### src/rtl/adder_bist.sv
// Built-in self test for a 4-bit adder: LFSR vectors out, latency-matched compare in.
// Define ADDER_BIST_FAILLOG_EN to capture the first failing vector on fail_vec.
module adder_bist #(
  parameter int unsigned NUM_VECTORS = 16,
  parameter logic [8:0]  SEED        = 9'h1A5,
  parameter int unsigned LAT         = 2
) (
  input  logic        clk,
  input  logic        rst_n,
  input  logic        start,
  output logic [3:0]  a_o,
  output logic [3:0]  b_o,
  output logic        cin_o,
  input  logic [4:0]  c_i,
  output logic        busy,
  output logic        done,
  output logic        pass,
  output logic [7:0]  err_count,
  output logic [18:0] fail_vec
);

  localparam logic [7:0] NV   = 8'(NUM_VECTORS);
  localparam logic [7:0] LATW = 8'(LAT);

  typedef enum logic [1:0] {IDLE, RUN, DRAIN, DONE} state_t;

  state_t     state;
  logic [8:0] lfsr;
  logic [7:0] vec_cnt;
  logic [7:0] drain_cnt;
  logic       issued;
  logic [4:0] exp_now;
  logic       miss;
  logic [7:0] err_next;

  logic [LAT-1:0] pv;
  logic [4:0]     pe [LAT];

  function automatic logic [8:0] lfsr_next(input logic [8:0] v);
    return {v[7:0], v[8] ^ v[4]};
  endfunction

  always_comb exp_now = {1'b0, a_o} + {1'b0, b_o} + {4'b0, cin_o};

  always_comb begin
    miss     = pv[LAT-1] && (c_i != pe[LAT-1]);
    err_next = err_count;
    if (miss && (err_count != 8'hFF))
      err_next = err_count + 8'd1;
  end

  // Expected sum is taken from the registered operands during their issue
  // cycle, so the line only needs LAT stages to line up with c_i.
  always_ff @(posedge clk or negedge rst_n) begin
    if (!rst_n) begin
      pv <= '0;
      for (int unsigned i = 0; i < LAT; i++) pe[i] <= '0;
    end else begin
      pv[0] <= issued;
      pe[0] <= exp_now;
      for (int unsigned i = 1; i < LAT; i++) begin
        pv[i] <= pv[i-1];
        pe[i] <= pe[i-1];
      end
    end
  end

  always_ff @(posedge clk or negedge rst_n) begin
    if (!rst_n) begin
      state     <= IDLE;
      a_o       <= '0;
      b_o       <= '0;
      cin_o     <= 1'b0;
      busy      <= 1'b0;
      done      <= 1'b0;
      pass      <= 1'b0;
      err_count <= '0;
      lfsr      <= SEED;
      vec_cnt   <= '0;
      drain_cnt <= '0;
      issued    <= 1'b0;
    end else begin
      err_count <= err_next;
      issued    <= 1'b0;
      case (state)
        IDLE, DONE: begin
          if (start) begin
            state               <= RUN;
            {a_o, b_o, cin_o}   <= SEED;
            lfsr                <= lfsr_next(SEED);
            vec_cnt             <= 8'd1;
            issued              <= 1'b1;
            err_count           <= '0;
            pass                <= 1'b0;
            done                <= 1'b0;
            busy                <= 1'b1;
          end
        end
        RUN: begin
          if (vec_cnt == NV) begin
            state     <= DRAIN;
            drain_cnt <= 8'd1;
          end else begin
            {a_o, b_o, cin_o} <= lfsr;
            lfsr              <= lfsr_next(lfsr);
            vec_cnt           <= vec_cnt + 8'd1;
            issued            <= 1'b1;
          end
        end
        DRAIN: begin
          if (drain_cnt == LATW) begin
            state <= DONE;
            busy  <= 1'b0;
            done  <= 1'b1;
            pass  <= (err_next == '0);
          end else begin
            drain_cnt <= drain_cnt + 8'd1;
          end
        end
        default: state <= IDLE;
      endcase
    end
  end

`ifdef ADDER_BIST_FAILLOG_EN
  logic [8:0]  pin [LAT];
  logic [18:0] fail_reg;

  always_ff @(posedge clk or negedge rst_n) begin
    if (!rst_n) begin
      for (int unsigned i = 0; i < LAT; i++) pin[i] <= '0;
    end else begin
      pin[0] <= {a_o, b_o, cin_o};
      for (int unsigned i = 1; i < LAT; i++) pin[i] <= pin[i-1];
    end
  end

  // err_count still zero means this mismatch is the first of the run.
  always_ff @(posedge clk or negedge rst_n) begin
    if (!rst_n)
      fail_reg <= '0;
    else if (((state == IDLE) || (state == DONE)) && start)
      fail_reg <= '0;
    else if (miss && (err_count == '0))
      fail_reg <= {pin[LAT-1], pe[LAT-1], c_i};
  end

  assign fail_vec = fail_reg;
`else
  assign fail_vec = '0;
`endif

endmodule

### config.mk
export PLATFORM = sky130hd
export DESIGN_NAME = adder_bist
export DESIGN_NICKNAME = d
export VERILOG_FILES = /design/src/rtl/adder_bist.sv
export SDC_FILE = /design/constraint.sdc
export NUM_CORES = 1
export LEC_CHECK = 0
export CORE_MARGIN = 1
export CORE_UTILIZATION = 60
export DETAILED_ROUTE_END_ITERATION = 8
export DONT_BUFFER_PORTS = 1
export PLACE_DENSITY = 0.84
export REMOVE_ABC_BUFFERS = 1
export SKIP_CTS_REPAIR_TIMING = 1
export SLEW_MARGIN = 40
export SYNTH_ARGS = -nofsm -noshare
export SYNTH_HDL_FRONTEND = slang
export SYNTH_SLANG_ARGS = --single-unit
### constraint.sdc
create_clock -name clk -period 2.47 [get_ports clk]
set_input_delay 0.247 -clock clk [delete_from_list [all_inputs] [get_ports clk]]
set_output_delay 0.247 -clock clk [all_outputs]
set_load 0.1 [all_outputs]
==> impl_results.html <==
<table>
<tr><th>Metric</th><th>Value</th></tr>
<tr><th colspan="2">Yosys</th></tr>
<tr><td>Simple-Gate Fraction of Synth Area</td><td>19.0%</td></tr>
<tr><td>Warning count from the yosys run</td><td>0</td></tr>
<tr><td>Distinct cell type count after synthesis</td><td>48</td></tr>
<tr><td>Main combinational cell family by area after synthesis</td><td>simple AND/OR/NAND/NOR gates</td></tr>
<tr><td>Post-Syn Instances</td><td>308</td></tr>
<tr><td>Synthesized-area fraction occupied by ao, oa, aoi and oai cells</td><td>12.0%</td></tr>
<tr><td>Number of flops mapped to enable cells by yosys</td><td>0</td></tr>
<tr><td>Seq/Total Area, Yosys</td><td>46.7%</td></tr>
<tr><td>Most instantiated flip-flop cell in the synthesis netlist</td><td>sky130_fd_sc_hd__dfrtp_1</td></tr>
<tr><td>Fraction of the mapped netlist area in adder cells</td><td>5.89%</td></tr>
<tr><td>Multiplexer share of the synthesized area</td><td>0.332%</td></tr>
<tr><td>Mean Syn Cell Area</td><td>9.79 um2</td></tr>
<tr><td>Mapped Area</td><td>3010 um2</td></tr>
<tr><td>Share of synthesized registers carrying an async set or reset</td><td>100%</td></tr>
<tr><td>Area share of xor/xnor cells in the synthesized design</td><td>7.56%</td></tr>
<tr><td>Flip-flop and latch count after synthesis</td><td>56</td></tr>
<tr><th colspan="2">Detailed routing</th></tr>
<tr><td>Initial detailed-routing violation count</td><td>132</td></tr>
<tr><td>Detailed-routing iteration count for the pre-antenna-repair pass</td><td>4</td></tr>
<tr><td>Number of vias per cell after detailed routing</td><td>5.49</td></tr>
<tr><td>Number of routed nets with antenna violations</td><td>0</td></tr>
<tr><td>Mean routed wirelength per cell</td><td>14.1 um</td></tr>
<tr><td>Remaining routing DRC violations</td><td>0</td></tr>
<tr><td>Drt total wl</td><td>5560 um</td></tr>
<tr><td>Count of vias placed by the detailed router</td><td>2165</td></tr>
<tr><th colspan="2">Clocking</th></tr>
<tr><td>Level count of the clock H-tree</td><td>2</td></tr>
<tr><td>Clock latency of the later-clocked register in the worst-skew pair</td><td>310 ps</td></tr>
<tr><td>Max Root-Sink Buffers</td><td>2</td></tr>
<tr><td>Clock input transition at the sequential cells of the worst setup and hold paths</td><td>100 ps</td></tr>
<tr><td>TritonCTS clock tree</td><td>done</td></tr>
<tr><td>Clock tree sinks</td><td>56</td></tr>
<tr><td>Clock root buffer</td><td>sky130_fd_sc_hd__clkbuf_8</td></tr>
<tr><td>Number of CTS-inserted buffers</td><td>5</td></tr>
<tr><th colspan="2">Critical path</th></tr>
<tr><td>CP Cell Sequence</td><td>inv_1 -&gt; ha_1 -&gt; nand2b_1 -&gt; and3_1 -&gt; nor3_1 -&gt; a21oi_1</td></tr>
<tr><td>Critical Path RT</td><td>2720 ps</td></tr>
<tr><td>Cell family with the largest share of critical-path delay</td><td>simple AND/OR/NAND/NOR gates</td></tr>
<tr><td>Endpoint kind of the worst setup timing path</td><td>register</td></tr>
<tr><td>Sum of buffers and inverters on the critical path</td><td>1</td></tr>
<tr><td>Data arrival time of the critical path</td><td>2200 ps</td></tr>
<tr><td>Cell at the slowest stage of the critical path</td><td>sky130_fd_sc_hd__and3_1</td></tr>
<tr><td>CP max FO</td><td>16</td></tr>
<tr><td>Worst path max stage delay</td><td>550 ps</td></tr>
<tr><td>Worst setup SP type</td><td>register</td></tr>
<tr><td>Reg-to-reg slack, setup</td><td>520 ps</td></tr>
<tr><td>Type of the setup path with the least slack</td><td>reg2reg</td></tr>
<tr><th colspan="2">Timing</th></tr>
<tr><td>Setup Total Neg Slack</td><td>0 ps</td></tr>
<tr><td>Final hold slack</td><td>134 ps</td></tr>
<tr><td>Transition time at the pin with the least slew margin</td><td>644 ps</td></tr>
<tr><td>Fmax</td><td>513 MHz</td></tr>
<tr><td>Final clock period utilization by the worst path</td><td>79.0%</td></tr>
<tr><td>Final-report hold violation count</td><td>0</td></tr>
<tr><td>Final count of pins violating max slew</td><td>0</td></tr>
<tr><td>Clk_skew</td><td>11.3 ps</td></tr>
<tr><td>Worst slew margin relative to its limit</td><td>56.9%</td></tr>
<tr><td>RSZ-0062 raised after global routing</td><td>false</td></tr>
<tr><td>Min Tclk post-route</td><td>1950 ps</td></tr>
<tr><td>Final setup violation count</td><td>0</td></tr>
<tr><th colspan="2">GRT</th></tr>
<tr><td>Number of global-route vias before repair</td><td>2083</td></tr>
<tr><td>Wire length of the first global-routing pass</td><td>9460 um</td></tr>
<tr><td>GR Overflow Total</td><td>0</td></tr>
<tr><td>Total routing usage reported by global routing</td><td>22.8%</td></tr>
<tr><td>Maximum number of pins on one net before global-route repair</td><td>57</td></tr>
<tr><td>Antenna violations before repair</td><td>0</td></tr>
<tr><th colspan="2">Die</th></tr>
<tr><td>Overall die area</td><td>5310 um2</td></tr>
<tr><td>Die Ht</td><td>72.9 um</td></tr>
<tr><td>Initial Utilization</td><td>63.0%</td></tr>
<tr><td>Placement Rows</td><td>25</td></tr>
<tr><td>Die span in x</td><td>72.9 um</td></tr>
<tr><td>Boundary Pins</td><td>47</td></tr>
<tr><td>Area of the core</td><td>4790 um2</td></tr>
<tr><th colspan="2">Layout</th></tr>
<tr><td>Diode insertion count for antenna repair</td><td>0</td></tr>
<tr><td>Area of combinational cells with multiple inputs</td><td>1420 um2</td></tr>
<tr><td>Area taken by flip-flops and latches</td><td>1410 um2</td></tr>
<tr><td>Total Nets Final</td><td>347</td></tr>
<tr><td>Proportion of layout cells with a drive suffix above 1</td><td>13.1%</td></tr>
<tr><td>FILL cells</td><td>362</td></tr>
<tr><td>Area grow syn2layout</td><td>7.89%</td></tr>
<tr><th colspan="2">Placed design</th></tr>
<tr><td>HPWL after detailed placement</td><td>4070 um</td></tr>
<tr><td>Buffers on Ports</td><td>0</td></tr>
<tr><td>Final weighted congestion in routability-driven placement</td><td>0.818</td></tr>
<tr><th colspan="2">Run</th></tr>
<tr><td>Max-cap violation count</td><td>0</td></tr>
<tr><th colspan="2">Pwr</th></tr>
<tr><td>Total Power Consumption</td><td>4470 uW</td></tr>
<tr><td>Max VDD drop</td><td>0.643 mV</td></tr>
<tr><td>Total power density per cell area</td><td>1380 nW/um2</td></tr>
<tr><td>Static leakage</td><td>0.00151 uW</td></tr>
<tr><th colspan="2">Run status</th></tr>
<tr><td>Status</td><td>finished clean</td></tr>
<tr><th colspan="2">Min path</th></tr>
<tr><td>Hold/Removal Path Class</td><td>in2reg</td></tr>
</table>
==> final timing paths <==
| check | startpoint | end | cells past startpoint |
|---|---|---|---|
| max in group asynchronous | rst_n | lfsr[0] | 2 |
| min reg2reg | pe[7] | pe[2] | 0 |
| max | state[0] | lfsr[0] | 6 |
| max reg2reg | state[0] | lfsr[0] | 6 |
| min in group asynchronous | rst_n | pe[1] | 2 |
| min | start | state[1] | 2 |
==> layout by cell type, fill, tap and decap left out, drive strengths merged, types with 6 or more instances in the layout <==
| cell type | instances |
|---|---|
| xnor2 | 13 |
| clkbuf | 6 |
| conb | 19 |
| o21ai | 16 |
| nand4 | 6 |
| nor2 | 32 |
| ha | 11 |
| inv | 14 |
| nand3 | 10 |
| nand2 | 35 |
| dfrtp | 51 |
| a21oi | 13 |
| xor2 | 13 |
| buf | 22 |
| nor3 | 8 |
==> synth_stat cells (2+ instances only) <==
master	number	area share, %
sky130_fd_sc_hd__and3_1	4	0.83
sky130_fd_sc_hd__dfstp_2	5	4.4
sky130_fd_sc_hd__buf_4	22	5.5
sky130_fd_sc_hd__nor3b_1	2	0.50
sky130_fd_sc_hd__inv_1	14	1.7
sky130_fd_sc_hd__a31oi_1	2	0.42
sky130_fd_sc_hd__o21ai_0	9	1.5
sky130_fd_sc_hd__o22ai_1	3	0.62
sky130_fd_sc_hd__nor2_1	32	4.0
sky130_fd_sc_hd__a21o_1	3	0.75
sky130_fd_sc_hd__nand4_1	6	1.2
sky130_fd_sc_hd__nor4b_1	2	0.58
sky130_fd_sc_hd__nand2_1	35	4.4
sky130_fd_sc_hd__o221ai_1	2	0.58
sky130_fd_sc_hd__a22o_1	3	0.87
sky130_fd_sc_hd__clkbuf_1	4	0.50
sky130_fd_sc_hd__xnor2_1	13	3.8
sky130_fd_sc_hd__and2_1	5	1.0
sky130_fd_sc_hd__nor3_1	7	1.2
sky130_fd_sc_hd__o21ai_1	7	1.2
sky130_fd_sc_hd__a21oi_1	12	2.0
sky130_fd_sc_hd__fa_1	2	1.3
sky130_fd_sc_hd__buf_2	3	0.50
sky130_fd_sc_hd__o211ai_1	2	0.50
sky130_fd_sc_hd__ha_1	11	4.6
sky130_fd_sc_hd__o21a_1	2	0.50
sky130_fd_sc_hd__o31ai_1	3	0.75
sky130_fd_sc_hd__nand3_1	9	1.5
sky130_fd_sc_hd__xor2_1	13	3.8
sky130_fd_sc_hd__and4_1	2	0.58
sky130_fd_sc_hd__nand2b_1	2	0.42
sky130_fd_sc_hd__dfrtp_1	51	42
==> cell type report <==
class                           count  share of cell area (%)
Clock buffer                        6                    2.23
Clock inverter                      2                   0.500
Inverter                           14                    1.62
Multi-Input combinational cell    226                    43.7
Sequential cell                    56                    43.3
Tap cell                           67                    2.58
Timing Repair Buffer               23                    6.00
==> routing by layer <==
metal	up-vias	track usage (%)	share of wire, %
li1	1044	-	-
met1	1040	29.7	43
met2	68	39.9	51
met3	13	3.87	4.0
met4	0	5.45	1.7
met5	-	0	0
==> worst reg2reg max path, stage by stage, from the launching register on <==
cell	delay (ps)
sky130_fd_sc_hd__dfrtp_1	420
sky130_fd_sc_hd__inv_1	60
sky130_fd_sc_hd__ha_1	370
sky130_fd_sc_hd__nand2b_1	280
sky130_fd_sc_hd__and3_1	550
sky130_fd_sc_hd__nor3_1	100
sky130_fd_sc_hd__a21oi_1	130
==> where the power goes <==
part	internal (uW)	switching [uW]
logic	707	1770
registers	1260	248
clock network	202	290
total	2170	2310
==> sequential cells by signal, summed over array words and instances (netlist names) <==
register   cells
state          2
done           1
busy           1
pv             2
pe            10
err_count      8
b_o            4
issued         1
a_o            4
vec_cnt        8
lfsr           6
pass           1
drain_cnt      8
==> cell families (layout without fill, tap and decap cells) <==
kind of cell / after synthesis / in the layout
buf+inv: 44 / 45
flops: 56 / 56
xor+xnor: 26 / 26
other cells: 1 / 19
fa+ha+maj: 13 / 13
compound gates: 55 / 55
mux: 1 / 1
simple gates: 112 / 112
==> stage by stage <==
step                      instances  util (%)  worst slack [ps]  instance area, um2
after global routing            394      67.9               264                3250
after CTS                       392      67.1               531                3210
after detailed placement        384      65.3               533                3120
after global placement          384      65.3               614                3120
after floorplan                 296         -              78.7                2880
final                           394      67.9               519                3250
Note: power is estimated with default switching activity, not from simulation.
